===== src/rtl/twiddle_gen_if.sv =====
// Handshake bundle between twiddle_gen and its consumer.
// Defining TW_INV_EN adds the inv request bit.
interface twiddle_gen_if #(
  parameter int LOG2N = 6
);
  logic             start;
  logic             tw_ready;
  logic [31:0]      tw_out;
  logic             tw_valid;
  logic [LOG2N-1:0] tw_stage;
  logic             tw_last;
  logic             busy;
  logic             done;
`ifdef TW_INV_EN
  logic             inv;

  modport master (
    input  start, tw_ready, inv,
    output tw_out, tw_valid, tw_stage, tw_last, busy, done
  );
  modport slave (
    output start, tw_ready, inv,
    input  tw_out, tw_valid, tw_stage, tw_last, busy, done
  );
`else
  modport master (
    input  start, tw_ready,
    output tw_out, tw_valid, tw_stage, tw_last, busy, done
  );
  modport slave (
    output start, tw_ready,
    input  tw_out, tw_valid, tw_stage, tw_last, busy, done
  );
`endif
endinterface


===== src/rtl/twiddle_gen.sv =====
// Radix-2 DIT twiddle sequencer: quarter-wave cosine ROM, symmetry logic, 3-stage stallable pipeline.
// Defining TW_INV_EN adds the inv input, which selects conjugate twiddles for an IFFT pass.
module twiddle_gen #(
  parameter int    N        = 64,
  parameter int    LOG2N    = 6,
  parameter string ROM_FILE = "cos_q15.mem"
) (
  input  logic          clk,
  input  logic          rst,
  twiddle_gen_if.master bus
);
  localparam int Q  = N / 4;
  localparam int AW = LOG2N - 1;

  typedef enum logic [1:0] {IDLE, RUN, DRAIN} state_t;
  state_t state, state_nx;

  logic [LOG2N-1:0] s_cnt;
  logic [AW-1:0]    b_cnt;
  logic             en, issue, last_issue, last_accept, done_nx, inv_q;
  logic [AW-1:0]    mask, k, re_addr, im_addr;
  logic             lo_half;

  logic             p1_valid, p1_last, p1_re_neg;
  logic [LOG2N-1:0] p1_stage;
  logic [15:0]      p1_re, p1_im;

  // round(32767*cos(2*pi*idx/N)) via Taylor series, evaluated at elaboration
  function automatic logic [15:0] cos_q15(input int unsigned idx);
    real x, term, sum;
    x    = 2.0 * 3.14159265358979323846 * real'(idx) / real'(N);
    term = 1.0;
    sum  = 1.0;
    for (int unsigned n = 1; n <= 14; n++) begin
      term = -term * x * x / real'((2 * n - 1) * (2 * n));
      sum  = sum + term;
    end
    return 16'($rtoi(32767.0 * sum + 0.5));
  endfunction

  // Same contents as the ROM_FILE image; an empty name leaves the table blank, as a missing image would.
  logic [15:0] rom_tbl [Q+1];
  for (genvar i = 0; i <= Q; i++) begin : g_rom
    localparam logic [15:0] ENTRY = cos_q15(i);
    assign rom_tbl[i] = (ROM_FILE != "") ? ENTRY : '0;
  end

  assign en          = !bus.tw_valid || bus.tw_ready;
  assign issue       = (state == RUN) && en;
  assign last_issue  = issue && (&b_cnt) && (s_cnt == LOG2N'(LOG2N - 1));
  assign last_accept = bus.tw_valid && bus.tw_ready && bus.tw_last;
  assign bus.busy    = (state != IDLE);

  // P0: exponent and symmetry-folded ROM addresses
  always_comb begin
    mask    = ~({AW{1'b1}} << s_cnt);
    k       = (b_cnt & mask) << (LOG2N'(AW) - s_cnt);
    lo_half = (k <= AW'(Q));
    re_addr = lo_half ? k : AW'(N / 2 - int'(k));
    im_addr = lo_half ? AW'(Q) - k : k - AW'(Q);
  end

  always_comb begin
    state_nx = state;
    done_nx  = 1'b0;
    unique case (state)
      IDLE:    if (bus.start) state_nx = RUN;
      RUN:     if (last_issue) state_nx = DRAIN;
      DRAIN:   if (last_accept) begin
                 state_nx = IDLE;
                 done_nx  = 1'b1;
               end
      default: state_nx = IDLE;
    endcase
  end

  always_ff @(posedge clk) begin
    if (rst) begin
      state    <= IDLE;
      s_cnt    <= '0;
      b_cnt    <= '0;
      bus.done <= 1'b0;
    end else begin
      state    <= state_nx;
      bus.done <= done_nx;
      if (issue) begin
        b_cnt <= b_cnt + 1'b1;
        if (&b_cnt) s_cnt <= (s_cnt == LOG2N'(LOG2N - 1)) ? '0 : s_cnt + 1'b1;
      end
    end
  end

`ifdef TW_INV_EN
  always_ff @(posedge clk) begin
    if (rst) inv_q <= 1'b0;
    else if (state == IDLE && bus.start) inv_q <= bus.inv;
  end
`else
  assign inv_q = 1'b0;
`endif

  // P1: synchronous ROM read; P2: sign application into the output register
  always_ff @(posedge clk) begin
    if (rst) begin
      p1_valid     <= 1'b0;
      p1_last      <= 1'b0;
      p1_re_neg    <= 1'b0;
      p1_stage     <= '0;
      p1_re        <= '0;
      p1_im        <= '0;
      bus.tw_valid <= 1'b0;
      bus.tw_out   <= '0;
      bus.tw_stage <= '0;
      bus.tw_last  <= 1'b0;
    end else if (en) begin
      p1_valid     <= (state == RUN);
      p1_last      <= last_issue;
      p1_re_neg    <= !lo_half;
      p1_stage     <= s_cnt;
      p1_re        <= rom_tbl[re_addr];
      p1_im        <= rom_tbl[im_addr];
      bus.tw_valid <= p1_valid;
      bus.tw_out   <= {(inv_q ? p1_im : -p1_im), (p1_re_neg ? -p1_re : p1_re)};
      bus.tw_stage <= p1_stage;
      bus.tw_last  <= p1_last;
    end
  end
endmodule


===== src/flat_wrapper.sv =====
// flat-port wrapper written by rule: the top's interface ports become plain ports
module twiddle_gen_flat 
#(
  parameter int    N        = 64,
  parameter int    LOG2N    = 6,
  parameter string ROM_FILE = "           "
)
  (clk, rst, bus_start, bus_tw_ready, bus_tw_out, bus_tw_valid, bus_tw_stage, bus_tw_last, bus_busy, bus_done);
  twiddle_gen_if #(.LOG2N(LOG2N)) bus_i ();
  input  logic clk;
  input  logic rst;
  input wire logic [$bits(bus_i.start)-1:0] bus_start;
  input wire logic [$bits(bus_i.tw_ready)-1:0] bus_tw_ready;
  output wire logic [$bits(bus_i.tw_out)-1:0] bus_tw_out;
  output wire logic [$bits(bus_i.tw_valid)-1:0] bus_tw_valid;
  output wire logic [$bits(bus_i.tw_stage)-1:0] bus_tw_stage;
  output wire logic [$bits(bus_i.tw_last)-1:0] bus_tw_last;
  output wire logic [$bits(bus_i.busy)-1:0] bus_busy;
  output wire logic [$bits(bus_i.done)-1:0] bus_done;
  assign bus_i.start = bus_start;
  assign bus_i.tw_ready = bus_tw_ready;
  assign bus_tw_out = bus_i.tw_out;
  assign bus_tw_valid = bus_i.tw_valid;
  assign bus_tw_stage = bus_i.tw_stage;
  assign bus_tw_last = bus_i.tw_last;
  assign bus_busy = bus_i.busy;
  assign bus_done = bus_i.done;
  twiddle_gen #(.N(N), .LOG2N(LOG2N), .ROM_FILE(ROM_FILE)) u_core (.clk(clk), .rst(rst), .bus(bus_i));
endmodule

===== config.mk =====
export PLATFORM = sky130hd
export DESIGN_NAME = twiddle_gen_flat
export DESIGN_NICKNAME = d
export VERILOG_FILES = /design/src/rtl/twiddle_gen_if.sv /design/src/rtl/twiddle_gen.sv /design/src/flat_wrapper.sv
export SDC_FILE = /design/constraint.sdc
export NUM_CORES = 1
export LEC_CHECK = 0
export ABC_AREA = 1
export BUFFER_PORTS_ARGS = -buffer_cell sky130_fd_sc_hd__buf_2
export CAP_MARGIN = 20
export CORE_MARGIN = 10
export CORE_UTILIZATION = 60
export CTS_CLUSTER_SIZE = 14
export DETAILED_ROUTE_END_ITERATION = 8
export PLACE_DENSITY = 0.8
export SKIP_LAST_GASP = 1
export SLEW_MARGIN = 20
export SYNTH_ARGS = -nofsm -noshare
export SYNTH_HDL_FRONTEND = slang
export SYNTH_SLANG_ARGS = --single-unit
export TNS_END_PERCENT = 20

===== constraint.sdc =====
create_clock -name clk -period 8 [get_ports clk]
set_clock_uncertainty 0.2 [all_clocks]
set_input_delay 1.2 -clock clk [delete_from_list [all_inputs] [get_ports clk]]
set_output_delay 1.2 -clock clk [all_outputs]
set_load 0.01 [all_outputs]

==> results by group <==
Placed design
  • Placed cell area: around 5600 sq um
  • Placer Congestion: 0.928
  • IO Port Bufs: 45
  • Hpwl dp: 9410 um

Cells and area
  • Finished Cell Area: slightly below 6000 sq um
  • Layout area overhead: 7.44%
  • # nets final: approximately 840
  • Fill cells: between 700 and 800
  • Diodes inserted: 0
  • Share of cells above drive strength 1: 14.1%

Logic synthesis
  • Synth top area share: 34.3%
  • EDFF count, synth: 0
  • Mapped Cells: 786
  • Library cells used by synthesis: 39
  • Most frequent cell after synthesis: nand2_1
  • Sequential element share of the synthesized area: 34.3%
  • Dominant cells by area after synthesis: dfxtp_1 (34%), nand2_1 (12%), nand3_1 (7.3%), inv_1 (6.3%), a21oi_1 (5.2%)
  • Most used DFF post-synth: dfxtp_1
  • Post-synth ARST share: 0%
  • Cell area after synthesis: 5430 sq um
  • Leading area contributor after synthesis: dfxtp_1
  • Syn nets: between 800 and 900
  • Synthesized flop and latch total: 93
  • Yosys warns: 0
  • Post-synthesis average cell area: a little under 7 sq um
  • Commonest cells in the netlist: nand2_1 (171), dfxtp_1 (93), inv_1 (91), nand3_1 (79), nor2_1 (64)

Timing
  • Final Cycle Share: 45.5%
  • Final-report hold violation count: 0
  • Post-layout min period: around 3.6 ns
  • Tightest Pin Transition: roughly 0.71 ns
  • Slew HR: 53.0%
  • Slew Limit Fails: 0
  • Worst hold slack: 0.272 ns
  • Final setup violating endpoints: 0
  • RSZ-0062 raised after global routing: false
  • Fmax achieved: 275 MHz
  • Setup TNS: 0 ns

Clock network
  • CTS Root Cell: clkbuf_8
  • Clk sinks: between 90 and 100
  • Cts bufs inserted: 9
  • CTS tree: yes
  • Clock Path Buffers: 2
  • Reg clk slew, reported paths: 0.10 ns
  • Post_cts resized: 0
  • Postcts setup bufs: 0
  • Clk_lat worst skew: approximately 0.36 ns
  • Htree depth: 3
  • Hold Buf Count CTS: 0

Power
  • Pwr dens: 148 nW/um^2
  • Final Power: 0.864 mW
  • P_leak: between 2 and 3 nW
  • VDD IR max: 0.000105 V

Worst setup path
  • CP startpoint kind: flip-flop
  • CP Buf/Inv Count: 3
  • CP top delay family: simple AND/OR/NAND/NOR gates
  • CP peak stage delay: 0.56 ns
  • Critical path's slowest cell: dfxtp_1
  • Crit end category: flip-flop
  • Most frequent CP cell: nand2_1
  • CP Max Fanout: 13
  • Stages on the worst setup path: 15
  • Critical path class: reg -> reg
  • Arr. time, crit path: 3.66 ns
  • Critical-path cell list: inv_2, ha_1, nor3_1, nand2_1, ha_1, inv_1, nand3_1, nand3_2, nand2_4, inv_2, nand2_1, nand2_1, nand2_1, nand3_1, a21oi_1
  • Req. time, crit path: 8.02 ns
  • R2R cell count: 15

Worst hold path
  • Worst Hold Class: reg -> reg
  • Hold-critical path depth: 2

Floorplanning
  • Die height: roughly 120 um
  • Initial Util: 62.0%
  • Core area: 8760 sq um
  • Width of the die: 115 um
  • Top Ports: 46
  • Row count: 34
  • Die area: 13300 sq um

Detailed routing
  • Routed via count: 5115
  • DR pass1 iterations: 7
  • Vias per cell: between 5 and 6
  • Routed len/inst: 13.9 um
  • Wirelength, routed: 12800 um
  • Detail Route Antenna Nets: 0
  • Initial drt markers: ~370
  • Residual DRC count: 0

Global routing
  • First-pass GRT wire length: 22000 um
  • Initial antenna violation count: 0
  • Vias in the first global route: 4711
  • Largest net degree at the start of global routing: 75
  • GR Util All Layers: 19.6%
  • Total gr overflow: 0

Run status
  • Status: finished, final reports clean

Job
  • Max-Cap Viols: 0
[worst register-to-register path, stage by stage (launching register included)]
cell     delay (ns)
dfxtp_1        0.56
inv_2          0.15
ha_1           0.37
nor3_1         0.28
nand2_1        0.30
ha_1           0.37
inv_1          0.12
nand3_1        0.17
nand3_2        0.16
nand2_4        0.12
inv_2          0.20
nand2_1        0.14
nand2_1        0.09
nand2_1        0.05
nand3_1        0.14
a21oi_1        0.09
[per-stage QoR]
step,instances,util (%),worst slack (ns)
after floorplan,786,-,4.84
after global placement,909,64.4,4.33
after detailed placement,909,64.4,4.27
after CTS,925,66.6,4.40
after global routing,925,66.6,3.93
final,925,66.6,4.36
[logic make-up after synthesis]
group           synth area share [%]
compound gates                  15.8
xor+xnor                        2.74
fa+ha+maj                       4.38
buf+inv                         10.0
flops                           34.3
simple gates                    32.8
[layout make-up]
| type | count | area (sq um) | area share (%) |
|---|---|---|---|
| clock buffers | 9 | 124 | 2.12 |
| clock inverters | 7 | 67.6 | 1.16 |
| inverters | 98 | 368 | 6.30 |
| multi-input cells | 562 | 3030 | 52.0 |
| flip-flops and latches | 93 | 1860 | 31.9 |
| well taps | 108 | 135 | 2.32 |
| repair buffers | 48 | 248 | 4.24 |
[registers in the layout, summed over array words and instances, names as in the netlist]
name and flops:
u_core.p1_re_neg 1, u_core.bus.tw_stage 6, u_core.p1_stage 6, u_core.bus.tw_out 32, u_core.state 2, u_core.p1_valid 1
u_core.s_cnt 6, u_core.p1_last 1, u_core.p1_re 15, u_core.p1_im 15, u_core.bus.tw_valid 1, u_core.bus.tw_last 1
u_core.bus.done 1, u_core.b_cnt 5
[placed cells by master (no fill, tap or decap), types with 2 or more instances in the layout]
master	synthesis	routed
a211oi_1	2	2
a21oi_1	56	56
a21oi_2	7	7
buf_2	4	45
buf_4	1	3
clkbuf_8	0	9
clkinv_1	2	2
clkinv_4	0	2
dfxtp_1	93	93
ha_1	19	19
inv_1	91	90
inv_2	5	6
inv_6	0	2
nand2_1	171	171
nand2_2	13	13
nand2_4	5	5
nand3_1	79	79
nand3_2	8	8
nand4_1	5	5
nor2_1	64	63
nor2_2	2	2
nor2_4	2	3
nor2_8	2	2
nor3_1	16	16
nor3b_1	3	3
nor4_1	2	2
o211ai_1	2	2
o21ai_0	55	55
o21ai_1	4	4
o21bai_1	12	12
o221ai_1	9	9
xnor2_1	3	3
xor2_1	14	14
[where the power goes]
group	switching (mW)	internal (mW)	leakage [nW]	total, mW
Combinational	0.0400	0.0228	2.04	0.0628
Clock	0.187	0.121	0.0989	0.308
Sequential	0.0140	0.480	0.761	0.493
[per-layer routing]
metal / track usage (%) / vias up / part of all wire (%)
li1: - / 2611 / -
met1: 26.1 / 2366 / 47
met2: 32.1 / 129 / 47
met3: 3.13 / 9 / 5.1
met4: 5.53 / 0 / 1.1
met5: 0 / - / 0
[path summary, 6_finish.rpt]
check | startpoint | endpoint | slack, ns
max | u_core.s_cnt[1] | u_core.p1_re[5] | 4.36
min | u_core.p1_im[6] | u_core.p1_im[6] | 0.27
max reg2reg | u_core.s_cnt[1] | u_core.p1_re[5] | 4.36
min reg2reg | u_core.p1_im[6] | u_core.p1_im[6] | 0.27
Power figures use the tool's default switching activity.
